===== src/rtl/router_reg_param.sv =====
// Router datapath register stage: header capture, byte streaming to the
// destination FIFO, a small holding buffer used while that FIFO is full,
// and running XOR parity checking against the packet parity byte.
// Optional build macro ROUTER_REG_LEN_CHK_EN adds a payload length check.
module router_reg_param #(
  parameter int unsigned DATA_W     = 8,
  parameter int unsigned ADDR_W     = 2,
  parameter int unsigned NUM_CH     = 3,
  parameter int unsigned HOLD_DEPTH = 2
) (
  input  logic              clk,
  input  logic              resetn,
  input  logic              pkt_valid,
  input  logic [DATA_W-1:0] data_in,
  input  logic              fifo_full,
  input  logic              detect_add,
  input  logic              lfd_state,
  input  logic              ld_state,
  input  logic              laf_state,
  input  logic              full_state,
  input  logic              rst_int_reg,
  output logic [DATA_W-1:0] dout,
  output logic              dout_valid,
  output logic              hold_empty,
  output logic              hold_ovf,
  output logic              parity_done,
  output logic              low_pkt_valid,
  output logic              err
);

  localparam int unsigned PtrW = (HOLD_DEPTH > 1) ? $clog2(HOLD_DEPTH) : 1;
  localparam int unsigned CntW = $clog2(HOLD_DEPTH + 1);
  localparam int unsigned LenW = DATA_W - ADDR_W;

  logic [DATA_W-1:0] hdr_q, hdr_d;
  logic [DATA_W-1:0] dout_q, dout_d;
  logic              dout_valid_q, dout_valid_d;
  logic [DATA_W-1:0] hold_mem_q [HOLD_DEPTH];
  logic [PtrW-1:0]   wr_ptr_q, wr_ptr_d;
  logic [PtrW-1:0]   rd_ptr_q, rd_ptr_d;
  logic [CntW-1:0]   occ_q, occ_d;
  logic [DATA_W-1:0] int_par_q, int_par_d;
  logic [DATA_W-1:0] pkt_par_q, pkt_par_d;
  logic              parity_done_q, parity_done_d;
  logic              parity_done_dly_q;
  logic              low_pkt_valid_q, low_pkt_valid_d;
  logic              hold_ovf_q, hold_ovf_d;
  logic              err_q, err_d;

  logic addr_ok;
  logic hold_is_empty;
  logic hold_is_full;
  logic push;
  logic pop;
  logic drop;
  logic accept;
  logic err_eval;
  logic mismatch;

`ifdef ROUTER_REG_LEN_CHK_EN
  logic [LenW-1:0] len_cnt_q, len_cnt_d;
`endif

  function automatic logic [PtrW-1:0] ptr_inc(input logic [PtrW-1:0] p);
    return (p == PtrW'(HOLD_DEPTH - 1)) ? '0 : p + PtrW'(1);
  endfunction

  assign addr_ok       = 32'(data_in[ADDR_W-1:0]) < NUM_CH;
  assign hold_is_empty = (occ_q == '0);
  assign hold_is_full  = (occ_q == CntW'(HOLD_DEPTH));
  // Bytes that enter the packet stream (written or held); dropped ones do not count.
  assign accept        = ld_state & pkt_valid & ~full_state & ~drop;
  // Single-cycle strobe on the first cycle parity_done is visible.
  assign err_eval      = parity_done_q & ~parity_done_dly_q;

  // Header capture, output byte selection and holding-buffer push/pop decisions
  always_comb begin
    hdr_d        = hdr_q;
    dout_d       = dout_q;
    dout_valid_d = 1'b0;
    push         = 1'b0;
    pop          = 1'b0;
    drop         = 1'b0;
    if (detect_add && pkt_valid && addr_ok) begin
      hdr_d = data_in;
    end
    if (lfd_state) begin
      dout_d       = hdr_q;
      dout_valid_d = 1'b1;
    end else if (ld_state && !fifo_full && hold_is_empty) begin
      dout_d       = data_in;
      dout_valid_d = 1'b1;
    end else if (ld_state) begin
      // Once anything is held, later bytes queue behind it to keep order.
      if (hold_is_full) begin
        drop = 1'b1;
      end else begin
        push = 1'b1;
      end
    end else if (laf_state && !fifo_full && !hold_is_empty) begin
      pop          = 1'b1;
      dout_d       = hold_mem_q[rd_ptr_q];
      dout_valid_d = 1'b1;
    end
  end

  // Holding-buffer pointers and occupancy
  always_comb begin
    wr_ptr_d = push ? ptr_inc(wr_ptr_q) : wr_ptr_q;
    rd_ptr_d = pop ? ptr_inc(rd_ptr_q) : rd_ptr_q;
    case ({push, pop})
      2'b10:   occ_d = occ_q + CntW'(1);
      2'b01:   occ_d = occ_q - CntW'(1);
      default: occ_d = occ_q;
    endcase
  end

  // Parity accumulation, status flags and error evaluation
  always_comb begin
    int_par_d       = int_par_q;
    pkt_par_d       = pkt_par_q;
    parity_done_d   = parity_done_q;
    low_pkt_valid_d = low_pkt_valid_q;
    hold_ovf_d      = hold_ovf_q;
    err_d           = err_q;
    mismatch        = (pkt_par_q != int_par_q) | hold_ovf_q;
`ifdef ROUTER_REG_LEN_CHK_EN
    len_cnt_d = len_cnt_q;
    if (detect_add) begin
      len_cnt_d = '0;
    end else if (accept && !(&len_cnt_q)) begin
      len_cnt_d = len_cnt_q + LenW'(1);
    end
    mismatch = mismatch | (len_cnt_q != hdr_q[DATA_W-1:ADDR_W]);
`endif
    if (detect_add) begin
      int_par_d = '0;
    end else if (lfd_state) begin
      int_par_d = int_par_q ^ hdr_q;
    end else if (accept) begin
      int_par_d = int_par_q ^ data_in;
    end
    if (ld_state && !pkt_valid) begin
      pkt_par_d       = data_in;
      parity_done_d   = 1'b1;
      low_pkt_valid_d = 1'b1;
    end
    if (detect_add) begin
      parity_done_d = 1'b0;
      hold_ovf_d    = 1'b0;
    end
    if (drop) begin
      hold_ovf_d = 1'b1;
    end
    if (rst_int_reg) begin
      low_pkt_valid_d = 1'b0;
    end
    if (err_eval) begin
      err_d = mismatch;
    end
    if (rst_int_reg || detect_add) begin
      err_d = 1'b0;
    end
  end

  // State registers with synchronous active-low reset
  always_ff @(posedge clk) begin
    if (!resetn) begin
      hdr_q             <= '0;
      dout_q            <= '0;
      dout_valid_q      <= 1'b0;
      wr_ptr_q          <= '0;
      rd_ptr_q          <= '0;
      occ_q             <= '0;
      int_par_q         <= '0;
      pkt_par_q         <= '0;
      parity_done_q     <= 1'b0;
      parity_done_dly_q <= 1'b0;
      low_pkt_valid_q   <= 1'b0;
      hold_ovf_q        <= 1'b0;
      err_q             <= 1'b0;
    end else begin
      hdr_q             <= hdr_d;
      dout_q            <= dout_d;
      dout_valid_q      <= dout_valid_d;
      wr_ptr_q          <= wr_ptr_d;
      rd_ptr_q          <= rd_ptr_d;
      occ_q             <= occ_d;
      int_par_q         <= int_par_d;
      pkt_par_q         <= pkt_par_d;
      parity_done_q     <= parity_done_d;
      parity_done_dly_q <= parity_done_q;
      low_pkt_valid_q   <= low_pkt_valid_d;
      hold_ovf_q        <= hold_ovf_d;
      err_q             <= err_d;
    end
  end

`ifdef ROUTER_REG_LEN_CHK_EN
  // Accepted payload byte counter
  always_ff @(posedge clk) begin
    if (!resetn) begin
      len_cnt_q <= '0;
    end else begin
      len_cnt_q <= len_cnt_d;
    end
  end
`endif

  // Holding-buffer storage; contents are don't-care while empty, so no reset
  always_ff @(posedge clk) begin
    if (push) begin
      hold_mem_q[wr_ptr_q] <= data_in;
    end
  end

  assign dout          = dout_q;
  assign dout_valid    = dout_valid_q;
  assign hold_empty    = hold_is_empty;
  assign hold_ovf      = hold_ovf_q;
  assign parity_done   = parity_done_q;
  assign low_pkt_valid = low_pkt_valid_q;
  assign err           = err_q;

endmodule


===== config.mk =====
export PLATFORM = sky130hd
export DESIGN_NAME = router_reg_param
export DESIGN_NICKNAME = d
export VERILOG_FILES = /design/src/rtl/router_reg_param.sv
export SDC_FILE = /design/constraint.sdc
export NUM_CORES = 1
export LEC_CHECK = 0
export ABC_AREA = 1
export CAP_MARGIN = 5
export CORE_UTILIZATION = 59
export DETAILED_ROUTE_END_ITERATION = 12
export GPL_ROUTABILITY_DRIVEN = 0
export PLACE_DENSITY = 0.84
export SYNTH_ARGS = -nofsm -noshare
export SYNTH_HDL_FRONTEND = slang
export SYNTH_SLANG_ARGS = --single-unit
export TNS_END_PERCENT = 10

===== constraint.sdc =====
create_clock -name clk -period 5.1 [get_ports clk]
set_clock_uncertainty 0.2 [all_clocks]
set_input_delay 1.02 -clock clk [delete_from_list [all_inputs] [get_ports clk]]
set_output_delay 1.02 -clock clk [all_outputs]
set_load 0.02 [all_outputs]

==> summary.md <==
| Metric | Value |
|---|---|
| Post-layout minimum cycle time | `3300 ps` |
| Post-DRT Antenna Nets | `0` |
| Routed vias/inst | `5.37` |
| Inst Count DP | `437` |
| Syn. warnings | `0` |
| Layout filler cell count | `between 300 and 400` |
| DR iter-0 viols | `200` |
| Worst-Margin Slew | `about 1000 ps` |
| Routed wire per std cell | `13.5 um` |
| # clock sinks | `roughly 60` |
| Hold path cells | `2` |
| Setup_tns | `0 ps` |
| Min-delay src | `parity_done$_SDFFE_PP0P_` |
| Tcrit/Tclk final | `0.647` |
| Fmax achieved | `a little over 0.3 GHz` |
| Met3 WL | `432 um` |
| Num ports | `32` |
| Final hold viol count | `0` |
| R2R Path End | `hold_mem_q[1][5]$_DFFE_PP_` |
| Synth cell types | `25` |
| # hold bufs at CTS | `0` |
| Slew Limit Fails | `0` |
| CTS max path bufs | `2` |
| RSZ-0062 raised after global routing | `no` |
| EDFF count, synth | `16` |
| Core Util, Final | `0.723` |
| Core area | `approximately 4400 sq um` |
| Synth area leaders | `dfxtp_1 32%, edfxtp_1 18%, nand2_1 14%` |
| R2R Setup Slk | `about 2900 ps` |
| PortBufs | `31` |
| Layout area overhead | `17.0%` |
| Hold Path Sink | `parity_done_dly_q$_SDFF_PN0_` |
| Placed Area | `3010 sq um` |
| Synth top area share | `0.318` |
| TritonCTS clock tree | `done` |
| Met2 routed WL | `2780 um` |
| Chip Height | `69.8 um` |
| Antenna cells | `0` |
| H-tree Lvls | `3` |
| Nets | `between 400 and 500` |
| Register area share after synthesis | `0.495` |
| CP Max Fanout | `26` |
| CP endpoint kind | `flip-flop` |
| Slew margin rel. | `0.302` |
| Grt ovf | `0` |
| Residual DRC | `0` |
| Final instance area | `3170 sq um` |
| Fin cells | `453` |
| Startpoint Class | `primary input` |
| Top sig layer | `met4` |
| Final Setup Violations | `0` |
| Max-cap violation count | `0` |
| CP required | `4870 ps` |
| Worst slack, placed | `between 1500 and 2000 ps` |
| P_leak | `1.39 nW` |
| Mapped cell area | `2710 sq um` |
| Initial Util | `0.618` |
| Share of layout cells above drive strength 1 | `0.0499` |
| Status | `complete, no violations` |
| Maximum vdd drop | `0.000200 V` |
| Register-to-Register Path Depth | `4` |
| Cell with the most instances after synthesis | `nand2_1` |
| TritonCTS Buffers | `9` |
| WL met1 | `2770 um` |
| Prevailing post-synth register cell | `dfxtp_1` |
| Clk slew on worst S/H paths | `60 ps` |
| Tot GR Track Use | `0.269` |
| HPWL after detailed placement | `4130 um` |
| Post-Syn Nets | `~390` |
| Synth cell count leaders | `104 x nand2_1, 54 x nor2_1, 43 x dfxtp_1` |
| Hold Crit Class | `flip-flop to flip-flop` |
| Antenna violations before repair | `0` |
| CTS resizes | `0` |
| Synth area leader | `dfxtp_1` |
| Async SR Flop Fraction | `0` |
| Synth Area per Inst | `7.38 sq um` |
| Synth Instances | `about 370` |
| Post CTS Setup Buffer Count | `0` |
| Final worst slack | `1800 ps` |
| Total iterations of the first detailed-routing run | `7` |
| Horiz. Die Dim | `~70 um` |
| Row count | `24` |
| Die ar. | `4870 sq um` |
| WP data arrival | `between 3000 and 4000 ps` |
| Global-route wire length before repair | `10100 um` |
| Worst R2R Start | `occ_q[0]$_SDFFE_PN0P_` |
| Largest net degree at the start of global routing | `30` |
| Final wirelength | `6100 um` |
| Via count | `about 2400` |
| Worst-skew pair later-pin latency | `340 ps` |
| Cell Pwr Density | `323 nW/um^2` |
| Number of synthesized register bits | `59` |
| Root buffer cell | `clkbuf_8` |
| Vias in the first global route | `2211` |
| Setup CP Type | `primary input to flip-flop` |
## power breakdown
part | switching (mW) | total (mW) | internal, mW | leakage (nW)
clock | 0.179 | 0.367 | 0.188 | 0.0872
combinational | 0.0855 | 0.141 | 0.0556 | 0.805
sequential | 0.0125 | 0.517 | 0.505 | 0.499
## routing by layer
layer  global-route usage  vias to the layer above
met5                    0                        -
met4                0.124                        0
met3               0.0741                       12
met2                0.416                      103
met1                0.351                     1090
li1                     -                     1226
## cell usage in the layout (no fill, tap or decap), drive strengths merged
master,count
nand3,18
nand2,105
and3,1
nor3,1
clkinv,3
a31oi,1
inv,42
nor2,59
clkdlybuf4s50,31
buf,1
dfxtp,43
ha,1
edfxtp,16
a21boi,1
nand4,9
o21ai,21
a21oi,32
xor2,1
xnor2,2
clkbuf,13
## state kept, by name, indices dropped and copies added, names as in the netlist, 2 cells and up, named ones only
name,count
hold_mem_q,16
dout,8
hdr_q,8
int_par_q,8
pkt_par_q,8
occ_q,2
## per-stage QoR
step / power [mW] / hold WS, ps
floorplan: 0.616 / 241
global placement: 0.663 / 233
detailed placement: 0.666 / 240
CTS: 1.03 / 251
global route: 1.07 / 279
finish: 1.03 / 247
## final cells by class
cell class | instances | area, sq um | share of cell area
sequential | 59 | 1340 | 0.423
multi-input combinational | 252 | 1120 | 0.355
timing repair buffer | 32 | 318 | 0.100
inverter | 42 | 158 | 0.0497
clock buffer | 13 | 149 | 0.0470
tap | 52 | 65.1 | 0.0205
clock inverter | 3 | 15.0 | 0.00474
## critical path: stages
cell and delay [ps]:
clkdlybuf4s50_1 910, nor2_1 390, nand3_1 160, nor2_1 580
## logic make-up after synthesis
group                    Yosys count  synth area share
AND/OR/NAND/NOR                  193             0.298
AO/OA/AOI/OAI                     55             0.103
XOR/XNOR                           3           0.00970
buffers and inverters             56            0.0896
flip-flops                        59             0.495
adder cells (fa/ha/maj)            1           0.00462
## worst max-delay path by stage
stage | startpoint | endpoint | slack [ps] | depth (start not counted)
floorplan | ld_state | hold_mem_q[1][0]$_DFFE_PP_ | 2610 | 6
global placement | lfd_state | hold_mem_q[1][2]$_DFFE_PP_ | 1570 | 4
CTS | lfd_state | hold_mem_q[1][2]$_DFFE_PP_ | 1840 | 4
finish | lfd_state | hold_mem_q[1][5]$_DFFE_PP_ | 1800 | 4
global route | lfd_state | hold_mem_q[1][4]$_DFFE_PP_ | 1660 | 4
detailed placement | lfd_state | hold_mem_q[1][2]$_DFFE_PP_ | 1500 | 4
No activity file was read; power rests on OpenSTA's default activity.
